--- src/rtl/pulse_pkg.sv ---
// Pulse command definitions shared by pulse_cmd_fifo and pulse_gen:
// command codes, highest valid code and the command-word layout.
package pulse_pkg;

  localparam int CMD_WORD_W = 32;
  localparam int CMD_MSB    = 31;
  localparam int CMD_LSB    = 24;

  typedef enum logic [7:0] {
    CMD_RESET_CLOCK           = 8'd0,
    CMD_SEND_PULSE            = 8'd1,
    CMD_SET_PERIOD            = 8'd2,
    CMD_SET_PHASE_MEAS_MODE   = 8'd3,
    CMD_RESET_PHASE_MEAS_MODE = 8'd4
  } cmd_e;

  localparam logic [7:0] CMD_MAX_VALID = 8'd4;

  // Bit layout of a host command word, MSB first
  typedef struct packed {
    logic [7:0]  cmd;
    logic [15:0] coarse;
    logic [7:0]  fine;
  } cmd_word_t;

  function automatic logic cmd_is_valid(input logic [7:0] code);
    return (code <= CMD_MAX_VALID);
  endfunction

endpackage

--- src/rtl/pulse_cmd_fifo_if.sv ---
// Host AXIS write side and pulse-generator FWFT read side of the command FIFO.
// slave is the FIFO's view; master is the host / pulse generator view.
interface pulse_cmd_fifo_if;
  logic [31:0] s_axis_tdata;
  logic        s_axis_tvalid;
  logic        s_axis_tready;
  logic        fifo_empty;
  logic [31:0] fifo_data;
  logic        fifo_read;

  modport slave (
    input  s_axis_tdata,
    input  s_axis_tvalid,
    output s_axis_tready,
    output fifo_empty,
    output fifo_data,
    input  fifo_read
  );

  modport master (
    output s_axis_tdata,
    output s_axis_tvalid,
    input  s_axis_tready,
    input  fifo_empty,
    input  fifo_data,
    output fifo_read
  );
endinterface

--- src/rtl/sync_fifo_fwft.sv ---
// Single-clock first-word-fall-through FIFO: storage, wrapping pointers and level.
// Pops are ignored while empty and pushes while full.
module sync_fifo_fwft #(
  parameter int WIDTH      = 32,
  parameter int DEPTH_LOG2 = 4
) (
  input  logic                  clk,
  input  logic                  rst,
  input  logic                  wr_en,
  input  logic [WIDTH-1:0]      wr_data,
  output logic                  full,
  input  logic                  rd_en,
  output logic                  empty,
  output logic [WIDTH-1:0]      rd_data,
  output logic [DEPTH_LOG2:0]   level
);
  localparam int                    DEPTH      = 1 << DEPTH_LOG2;
  localparam logic [DEPTH_LOG2-1:0] PTR_ONE    = DEPTH_LOG2'(1);
  localparam logic [DEPTH_LOG2:0]   LVL_ONE    = (DEPTH_LOG2+1)'(1);
  localparam logic [DEPTH_LOG2:0]   LEVEL_FULL = (DEPTH_LOG2+1)'(DEPTH);

  logic [WIDTH-1:0]      mem_r [DEPTH];
  logic [DEPTH_LOG2-1:0] wr_ptr_r;
  logic [DEPTH_LOG2-1:0] rd_ptr_r;
  logic [DEPTH_LOG2:0]   level_r;
  logic                  push_s;
  logic                  pop_s;

  assign full    = (level_r == LEVEL_FULL);
  assign empty   = (level_r == {(DEPTH_LOG2+1){1'b0}});
  assign push_s  = wr_en & ~full;
  assign pop_s   = rd_en & ~empty;
  // Head word is read straight from storage; it only moves on a pop
  assign rd_data = mem_r[rd_ptr_r];
  assign level   = level_r;

  // Storage write; contents are deliberately not reset
  always_ff @(posedge clk) begin
    if (push_s) begin
      mem_r[wr_ptr_r] <= wr_data;
    end
  end

  // Pointers wrap naturally at DEPTH_LOG2 bits; level tracks occupancy
  always_ff @(posedge clk or negedge rst) begin
    if (!rst) begin
      wr_ptr_r <= {DEPTH_LOG2{1'b0}};
      rd_ptr_r <= {DEPTH_LOG2{1'b0}};
      level_r  <= {(DEPTH_LOG2+1){1'b0}};
    end else begin
      if (push_s) begin
        wr_ptr_r <= wr_ptr_r + PTR_ONE;
      end
      if (pop_s) begin
        rd_ptr_r <= rd_ptr_r + PTR_ONE;
      end
      case ({push_s, pop_s})
        2'b10:   level_r <= level_r + LVL_ONE;
        2'b01:   level_r <= level_r - LVL_ONE;
        default: level_r <= level_r;
      endcase
    end
  end
endmodule

--- src/rtl/pulse_cmd_fifo.sv ---
// Host command FIFO feeding the pulse generator: AXIS slave in, FWFT out, drop counter.
// Define PULSE_CMD_FILTER_EN to consume and count words whose command code is unknown.
module pulse_cmd_fifo
  import pulse_pkg::*;
#(
  parameter int DEPTH_LOG2 = 4
) (
  input  logic                clk,
  input  logic                rst,
  pulse_cmd_fifo_if.slave     bus,
  output logic [DEPTH_LOG2:0] level,
  output logic [15:0]         drop_count,
  input  logic                clear_counts
);
  logic        ready_en_r;
  logic        full_s;
  logic        accept_s;
  logic        cmd_ok_s;
  logic        store_s;
  logic        drop_s;
  logic [15:0] drop_count_r;

  // Ready is withheld until the first edge after reset release
  always_ff @(posedge clk or negedge rst) begin
    if (!rst) begin
      ready_en_r <= 1'b0;
    end else begin
      ready_en_r <= 1'b1;
    end
  end

  assign bus.s_axis_tready = ready_en_r & ~full_s;
  assign accept_s          = bus.s_axis_tvalid & bus.s_axis_tready;

`ifdef PULSE_CMD_FILTER_EN
  assign cmd_ok_s = cmd_is_valid(bus.s_axis_tdata[CMD_MSB:CMD_LSB]);
`else
  assign cmd_ok_s = 1'b1;
`endif

  // Split an accepted word into "store" or "consume and count"
  always_comb begin
    store_s = 1'b0;
    drop_s  = 1'b0;
    if (accept_s) begin
      store_s = cmd_ok_s;
      drop_s  = ~cmd_ok_s;
    end else begin
      store_s = 1'b0;
      drop_s  = 1'b0;
    end
  end

  // Saturating drop counter; clear wins over a same-cycle drop
  always_ff @(posedge clk or negedge rst) begin
    if (!rst) begin
      drop_count_r <= 16'd0;
    end else if (clear_counts) begin
      drop_count_r <= 16'd0;
    end else if (drop_s && (drop_count_r != 16'hFFFF)) begin
      drop_count_r <= drop_count_r + 16'd1;
    end else begin
      drop_count_r <= drop_count_r;
    end
  end

  assign drop_count = drop_count_r;

  sync_fifo_fwft #(
    .WIDTH      (CMD_WORD_W),
    .DEPTH_LOG2 (DEPTH_LOG2)
  ) u_fifo (
    .clk     (clk),
    .rst     (rst),
    .wr_en   (store_s),
    .wr_data (bus.s_axis_tdata),
    .full    (full_s),
    .rd_en   (bus.fifo_read),
    .empty   (bus.fifo_empty),
    .rd_data (bus.fifo_data),
    .level   (level)
  );
endmodule
--- src/flat_wrapper.sv ---
// flat-port wrapper written by rule: the top's interface ports become plain ports
module pulse_cmd_fifo_flat import pulse_pkg::*;
#(
  parameter int DEPTH_LOG2 = 4
)
  (clk, rst, level, drop_count, clear_counts, bus_s_axis_tdata, bus_s_axis_tvalid, bus_s_axis_tready, bus_fifo_empty, bus_fifo_data, bus_fifo_read);
  pulse_cmd_fifo_if bus_i ();
  input  logic clk;
  input  logic rst;
  output logic [DEPTH_LOG2:0] level;
  output logic [15:0] drop_count;
  input  logic clear_counts;
  input wire logic [$bits(bus_i.s_axis_tdata)-1:0] bus_s_axis_tdata;
  input wire logic [$bits(bus_i.s_axis_tvalid)-1:0] bus_s_axis_tvalid;
  output wire logic [$bits(bus_i.s_axis_tready)-1:0] bus_s_axis_tready;
  output wire logic [$bits(bus_i.fifo_empty)-1:0] bus_fifo_empty;
  output wire logic [$bits(bus_i.fifo_data)-1:0] bus_fifo_data;
  input wire logic [$bits(bus_i.fifo_read)-1:0] bus_fifo_read;
  assign bus_i.s_axis_tdata = bus_s_axis_tdata;
  assign bus_i.s_axis_tvalid = bus_s_axis_tvalid;
  assign bus_s_axis_tready = bus_i.s_axis_tready;
  assign bus_fifo_empty = bus_i.fifo_empty;
  assign bus_fifo_data = bus_i.fifo_data;
  assign bus_i.fifo_read = bus_fifo_read;
  pulse_cmd_fifo #(.DEPTH_LOG2(DEPTH_LOG2)) u_core (.clk(clk), .rst(rst), .bus(bus_i), .level(level), .drop_count(drop_count), .clear_counts(clear_counts));
endmodule
--- config.mk ---
export PLATFORM = sky130hd
export DESIGN_NAME = pulse_cmd_fifo_flat
export DESIGN_NICKNAME = d
export VERILOG_FILES = /design/src/rtl/pulse_pkg.sv /design/src/rtl/pulse_cmd_fifo_if.sv /design/src/rtl/sync_fifo_fwft.sv /design/src/rtl/pulse_cmd_fifo.sv /design/src/flat_wrapper.sv
export SDC_FILE = /design/constraint.sdc
export NUM_CORES = 1
export LEC_CHECK = 0
export ABC_AREA = 1
export CAP_MARGIN = 20
export CORE_MARGIN = 3
export CORE_UTILIZATION = 45
export CTS_CLUSTER_SIZE = 14
export DETAILED_ROUTE_END_ITERATION = 7
export GPL_ROUTABILITY_DRIVEN = 1
export PLACE_DENSITY = 0.71
export SKIP_CTS_REPAIR_TIMING = 1
export SYNTH_ARGS = -nofsm -noshare
export SYNTH_HDL_FRONTEND = slang
export SYNTH_SLANG_ARGS = --single-unit
--- constraint.sdc ---
create_clock -name clk -period 3.95 [get_ports clk]
set_input_delay 0.5925 -clock clk [delete_from_list [all_inputs] [get_ports clk]]
set_output_delay 0.5925 -clock clk [all_outputs]
set_load 0.05 [all_outputs]
==> metrics.txt, run 1 <==
Worst path top cell family by delay=buffers and inverters; gp weighted congestion=0.799; Die W=229 um; clk sinks=526; Synth top area share=0.688; post-synthesis area per instance=10.4 um^2; clock latency on the worst-skew pair=580 ps; CP required=3360 ps; switching power=0.00730 W; vias per cell=5.02; Yosys top cell by area=edfxtp_1; Slowest cell on crit path=dfrtp_4; total wire length=51400 um; DR WL/cell=17.6 um; fill count=4214; Synth cell types=22; pre-CTS WS=1090 ps; Logic pwr share=0.390; Initial Util=0.456; count of final max-slew check failures=0; dpl hpwl=27100 um; Clock Power Share=0.247; pin count of the biggest net entering global routing=171; CP bufs+invs=3; setup_tns=0 ps; Floorplan Core Area=49100 um^2; Setup Viol. Count Final=0; critical path's most frequent cell=nand2_1; Ys Warns=0; clock skew=9.04 ps; area grow syn2layout=13.4%; HP Class=in2async; Std-Cell Rows=81; CTS tree=built; critical setup path kind=reg2out; Final period util=0.855; layout cell share with drive strength beyond 1=0.0758; Seq/Total Area, Yosys=0.703; Initial DRC Count=1610; Critical Path Source Type=flop; Post-Synthesis Cells=2141; CTS root buf=clkbuf_16; slew at the pin closest to its max-slew limit=994 ps; max cap viols=0; vias in the first global route=14100; Slew Limit Headroom=0.338; Ports=92; router iterations before antenna repair=5; gr ovfl total=0; Hold Vio Cnt, Final=0; unrepaired setup endpoints after global routing=no; outcome=finished clean; sequential power share=0.363; DIE HEIGHT=229 um; fin crit period=3380 ps; Power Internal=0.0108 W; top cells by area, synth=edfxtp_1, nand2_1, nand3_1; Post-DRT Antenna Nets=0; Clock Pin Slew Worst Setup and Hold Paths=60 ps; total track usage=0.194; highest fanout seen on the critical path=75; worst path cell trace=inv_6 -> buf_4 -> nand2_1 -> nand3_1 -> nand2_1 -> nor2_1 -> nand2_1 -> nand2_1 -> buf_4; Leakage=10.4 nW; first-pass GRT wire length=79000 um; DIE AREA=52400 um^2; Synth Register Bits=526; via count=14700; Cell Pwr Density=716 nW/um^2; Max IR drop VDD=637 uV; final setup margin=575 ps; fmax=0.296 GHz; slowest stage delay, CP=520 ps; initial antenna violation count=3; Worst Path Arrival=2780 ps; crit path capture type=output port; # DRC=0; H-tree levels=2; clock tree buffer depth=3; Mapped Area=22400 um^2; Final #Nets=2264; # port buffers=74; Inserted Clock Buffers=52; Sw Share=0.403; worst hold slack=430 ps
==> synthesized netlist by cell type <==
library cell,instances
buf_2,68
xor2_1,2
nand2_1,835
nor2_1,195
nor3_1,16
dfrtp_1,14
nand4_1,2
xnor2_1,3
nor2_2,1
conb_1,2
or2_2,1
buf_4,19
inv_2,2
fa_1,1
inv_1,216
edfxtp_1,512
buf_1,4
nand3_1,202
ha_1,9
clkinv_1,1
o21ai_0,9
clkbuf_1,27
==> power by group through the flow <==
stage / clock network (W) / registers [W] / logic [W]
after detailed placement: 0 / 0.00669 / 0.00709
final: 0.00448 / 0.00658 / 0.00708
after floorplan: 0 / 0.00671 / 0.00495
after global placement: 0 / 0.00668 / 0.00697
after global routing: 0.00476 / 0.00660 / 0.00777
after CTS: 0.00455 / 0.00658 / 0.00713
==> metrics by stage <==
step / total power [W] / std cells / utilization / cell area (um^2)
final: 0.0181 / 2921 / 0.517 / 25300
after global routing: 0.0191 / 2921 / 0.517 / 25300
after CTS: 0.0183 / 2919 / 0.517 / 25300
after detailed placement: 0.0138 / 2827 / 0.486 / 23800
after global placement: 0.0137 / 2827 / 0.486 / 23800
after floorplan: 0.0117 / 2156 / - / 22400
==> state kept, by name, indices dropped and copies added, names as in the netlist <==
register / flops
u_core.u_fifo.level: 5
u_core.u_fifo.rd_ptr_r: 4
u_core.u_fifo.mem_r: 512
u_core.ready_en_r: 1
u_core.u_fifo.wr_ptr_r: 4
==> final timing paths <==
kind / from / to / slack [ps] / depth (start not counted)
max: u_core.u_fifo.rd_ptr_r[0] / bus_fifo_data[30] / 570 / 9
min: rst / u_core.u_fifo.level[0] / 430 / 1
max reg2reg: u_core.u_fifo.level[1] / u_core.u_fifo.level[4] / 1360 / 15
min reg2reg: u_core.u_fifo.level[3] / u_core.u_fifo.level[3] / 560 / 2
max in group asynchronous: rst / u_core.u_fifo.rd_ptr_r[0] / 3000 / 1
min in group clk: u_core.u_fifo.level[3] / u_core.u_fifo.level[3] / 560 / 2
==> cell families (layout without fill, tap and decap cells) <==
group / after synthesis / count (layout) / share of synthesized area
xor+xnor: 5 / 5 / 0.00196
fa+ha+maj: 10 / 10 / 0.00593
compound gates: 9 / 9 / 0.00201
simple gates: 1252 / 1252 / 0.223
buf+inv: 337 / 436 / 0.0636
other cells: 2 / 19 / 0.000336
flops: 526 / 526 / 0.703
==> per-layer routing <==
layer  track usage  vias up  part of all wire
met2         0.323      528              0.48
li1              -     7034                 -
met4        0.0710        2             0.031
met5             0        -           0.00039
met1         0.258     7000              0.41
met3        0.0338      111             0.072
==> layout make-up <==
| class | instances | area [um^2] | area share |
|---|---|---|---|
| Timing Repair Buffer | 125 | 1080 | 0.0427 |
| Multi-Input combinational cell | 1293 | 5350 | 0.211 |
| Clock buffer | 65 | 1370 | 0.0541 |
| Clock inverter | 27 | 146 | 0.00578 |
| Sequential cell | 526 | 15700 | 0.621 |
| Inverter | 219 | 827 | 0.0326 |
| Antenna cell | 2 | 5.00 | 0.000197 |
| Tap cell | 664 | 831 | 0.0328 |
==> cells in the final DEF, fill, tap and decap left out, drive strengths merged, types with 3 or more instances in the layout <==
cell and count:
dfrtp 14, edfxtp 512, ha 9, nand2 835
buf 83, clkbuf 65, clkinv 26, clkdlybuf4s50 42
nand3 202, inv 219, nor3 16, nor2 196
xnor2 3, conb 17, o21ai 9
(Power assumes the default switching activity.)
==> run 2, diff against run 1 <==
--- a/config.mk
+++ b/config.mk
@@ -7,12 +7,14 @@
 export LEC_CHECK = 0
 export ABC_AREA = 1
 export CAP_MARGIN = 20
+export CELL_PAD_IN_SITES_DETAIL_PLACEMENT = 0
+export CELL_PAD_IN_SITES_GLOBAL_PLACEMENT = 1
 export CORE_MARGIN = 3
 export CORE_UTILIZATION = 45
 export CTS_CLUSTER_SIZE = 14
 export DETAILED_ROUTE_END_ITERATION = 7
 export GPL_ROUTABILITY_DRIVEN = 1
-export PLACE_DENSITY = 0.71
+export PLACE_DENSITY = 0.84
 export SKIP_CTS_REPAIR_TIMING = 1
 export SYNTH_ARGS = -nofsm -noshare
 export SYNTH_HDL_FRONTEND = slang
==> run 2 against run 1 <==
Compared with the run above:
- register-to-register slack better by 70 ps
- design area fell by 0.10%
- maximum frequency fell by 1.7%
- total power rose by 0.54%
- critical path depth unchanged
- die area unchanged
- wire length increased by 0.60%
- clock power is 2% higher
- critical path type unchanged
- worst setup slack lost 59 ps
- sequential cell count stayed put
- critical endpoint is now bus_fifo_data[26]
==> metrics.txt, run 2 (synthesis results as in run 1) <==
DIE HEIGHT=229 um (unchanged); Slowest cell on crit path=dfrtp_4 (unchanged); leading cell type in the layout, fill and taps excluded=nand2_1 (unchanged); Die W=229 um (unchanged); dpl hpwl=25900 um (was 27100 um); Hold Vio Cnt, Final=0 (unchanged); clock skew=22.8 ps (was 9.04 ps); slew at the pin closest to its max-slew limit=1030 ps (was 994 ps); total wire length=51700 um (was 51400 um); CP required=3360 ps (about the same); Worst Path Arrival=2840 ps (was 2780 ps); total track usage=0.196 (was 0.194); worst path cell trace=inv_6 -> buf_12 -> nand2_1 -> nand3_1 -> nand2_1 -> nor2_1 -> nand2_1 -> nand2_1 -> buf_4 (was inv_6 -> buf_4 -> nand2_1 -> nand3_1 -> nand2_1 -> nor2_1 -> nand2_1 -> nand2_1 -> buf_4); Floorplan Core Area=49100 um^2 (unchanged); clock tree buffer depth=3 (unchanged); Max IR drop VDD=593 uV (was 637 uV); CP bufs+invs=3 (unchanged); Ports=92 (unchanged); outcome=finished clean (unchanged); Post-DRT Antenna Nets=0 (unchanged); Inserted Clock Buffers=51 (was 52); Finished Layout Cells=2913 (was 2921); worst hold slack=436 ps (was 430 ps); count of final max-slew check failures=0 (unchanged); setup_tns=0 ps (unchanged); Initial Util=0.456 (unchanged); CTS root buf=clkbuf_16 (unchanged); most frequent cells in the layout=nand2_1, edfxtp_1, inv_1 (unchanged); DR WL/cell=17.8 um (was 17.6 um); Top reg by flops=u_core.u_fifo.mem_r (unchanged); highest fanout seen on the critical path=78 (was 75); Leakage=10.3 nW (was 10.4 nW); router iterations before antenna repair=5 (unchanged); H-tree levels=2 (unchanged); Initial DRC Count=1117 (was 1610); layout cell share with drive strength beyond 1=0.0725 (was 0.0758); Slew Limit Headroom=0.312 (was 0.338); crit path capture type=output port (unchanged); clock latency on the worst-skew pair=580 ps (about the same); critical path's most frequent cell=nand2_1 (unchanged); clk sinks=526 (unchanged); area grow syn2layout=13.2% (was 13.4%); Cell Pwr Density=720 nW/um^2 (was 716 nW/um^2); Std-Cell Rows=81 (unchanged); unrepaired setup endpoints after global routing=no (unchanged); max cap viols=0 (unchanged); critical setup path kind=reg2out (unchanged); Largest register FFs=512 (unchanged); pre-CTS WS=1090 ps (about the same); gr ovfl total=0 (unchanged); Worst path top cell family by delay=buffers and inverters (unchanged); final setup margin=516 ps (was 575 ps); initial antenna violation count=2 (was 3); DIE AREA=52400 um^2 (unchanged); gp weighted congestion=0.762 (was 0.799); via count=14400 (was 14700); CTS tree=built (unchanged); # port buffers=74 (unchanged); Clock Pin Slew Worst Setup and Hold Paths=60 ps (about the same); HP Class=in2async (unchanged); Critical Path Source Type=flop (unchanged); vias per cell=4.95 (was 5.02); pin count of the biggest net entering global routing=192 (was 171); Setup Viol. Count Final=0 (unchanged); fin crit period=3430 ps (was 3380 ps); placed cell count=2819 (was 2827); first-pass GRT wire length=79400 um (was 79000 um); fmax=0.291 GHz (was 0.296 GHz); slowest stage delay, CP=560 ps (was 520 ps); Final #Nets=2255 (was 2264); # DRC=0 (unchanged); vias in the first global route=13900 (was 14100); Final period util=0.869 (was 0.855)
==> run 2: path summary, 6_finish.rpt <==
kind / startpoint / to / slack (ps) / cells past startpoint
hold reg to reg: u_core.u_fifo.level[0] / u_core.u_fifo.level[0] / 550 / 1
setup reg to reg: u_core.u_fifo.level[1] / u_core.u_fifo.level[4] / 1430 / 15
hold / removal: rst / u_core.u_fifo.level[3] / 440 / 1
setup / recovery: u_core.u_fifo.rd_ptr_r[0] / bus_fifo_data[26] / 520 / 9
max in group asynchronous: rst / u_core.u_fifo.rd_ptr_r[0] / 3000 / 1
min in group clk: u_core.u_fifo.level[0] / u_core.u_fifo.level[0] / 550 / 1
==> run 2: report_power, final <==
| part | leakage, nW | total (W) | internal, W | switching, W |
|---|---|---|---|---|
| Combinational | 4.78 | 0.00711 | 0.00191 | 0.00519 |
| Sequential | 4.78 | 0.00655 | 0.00641 | 0.000139 |
| Clock | 0.753 | 0.00458 | 0.00262 | 0.00196 |
| Total | 10.3 | 0.0182 | 0.0109 | 0.00729 |
==> run 2: metrics by stage <==
stage	power, W	instance area, um^2	util
after detailed placement	0.0138	23800	0.484
after global routing	0.0193	25300	0.516
after global placement	0.0137	23800	0.484
after floorplan	0.0117	22400	-
after CTS	0.0184	25300	0.516
final	0.0182	25300	0.516
==> run 2: layout make-up <==
class                      count  area, um^2
antenna                        1        2.50
clock buffer                  74        1380
clock inverter                19         170
fill                        4147       23700
inverter                     219         827
multi-input combinational   1293        5350
sequential                   526       15700
tap                          664         831
timing repair buffer         117        1020
==> run 2: routing by layer <==
layer  routed length [um]  global-route usage
met1                22000               0.261
met3                 3050              0.0309
met2                25300               0.331
met4                 1360              0.0618
met5                   17                   0
==> run 3, diff against run 2 <==
--- a/config.mk
+++ b/config.mk
@@ -14,6 +14,7 @@
 export CTS_CLUSTER_SIZE = 14
 export DETAILED_ROUTE_END_ITERATION = 7
 export GPL_ROUTABILITY_DRIVEN = 1
+export HOLD_SLACK_MARGIN = 0.03
 export PLACE_DENSITY = 0.84
 export SKIP_CTS_REPAIR_TIMING = 1
 export SYNTH_ARGS = -nofsm -noshare
==> results of run 3 <==
No change in the layout: final DEF, timing and power equal those of run 2.
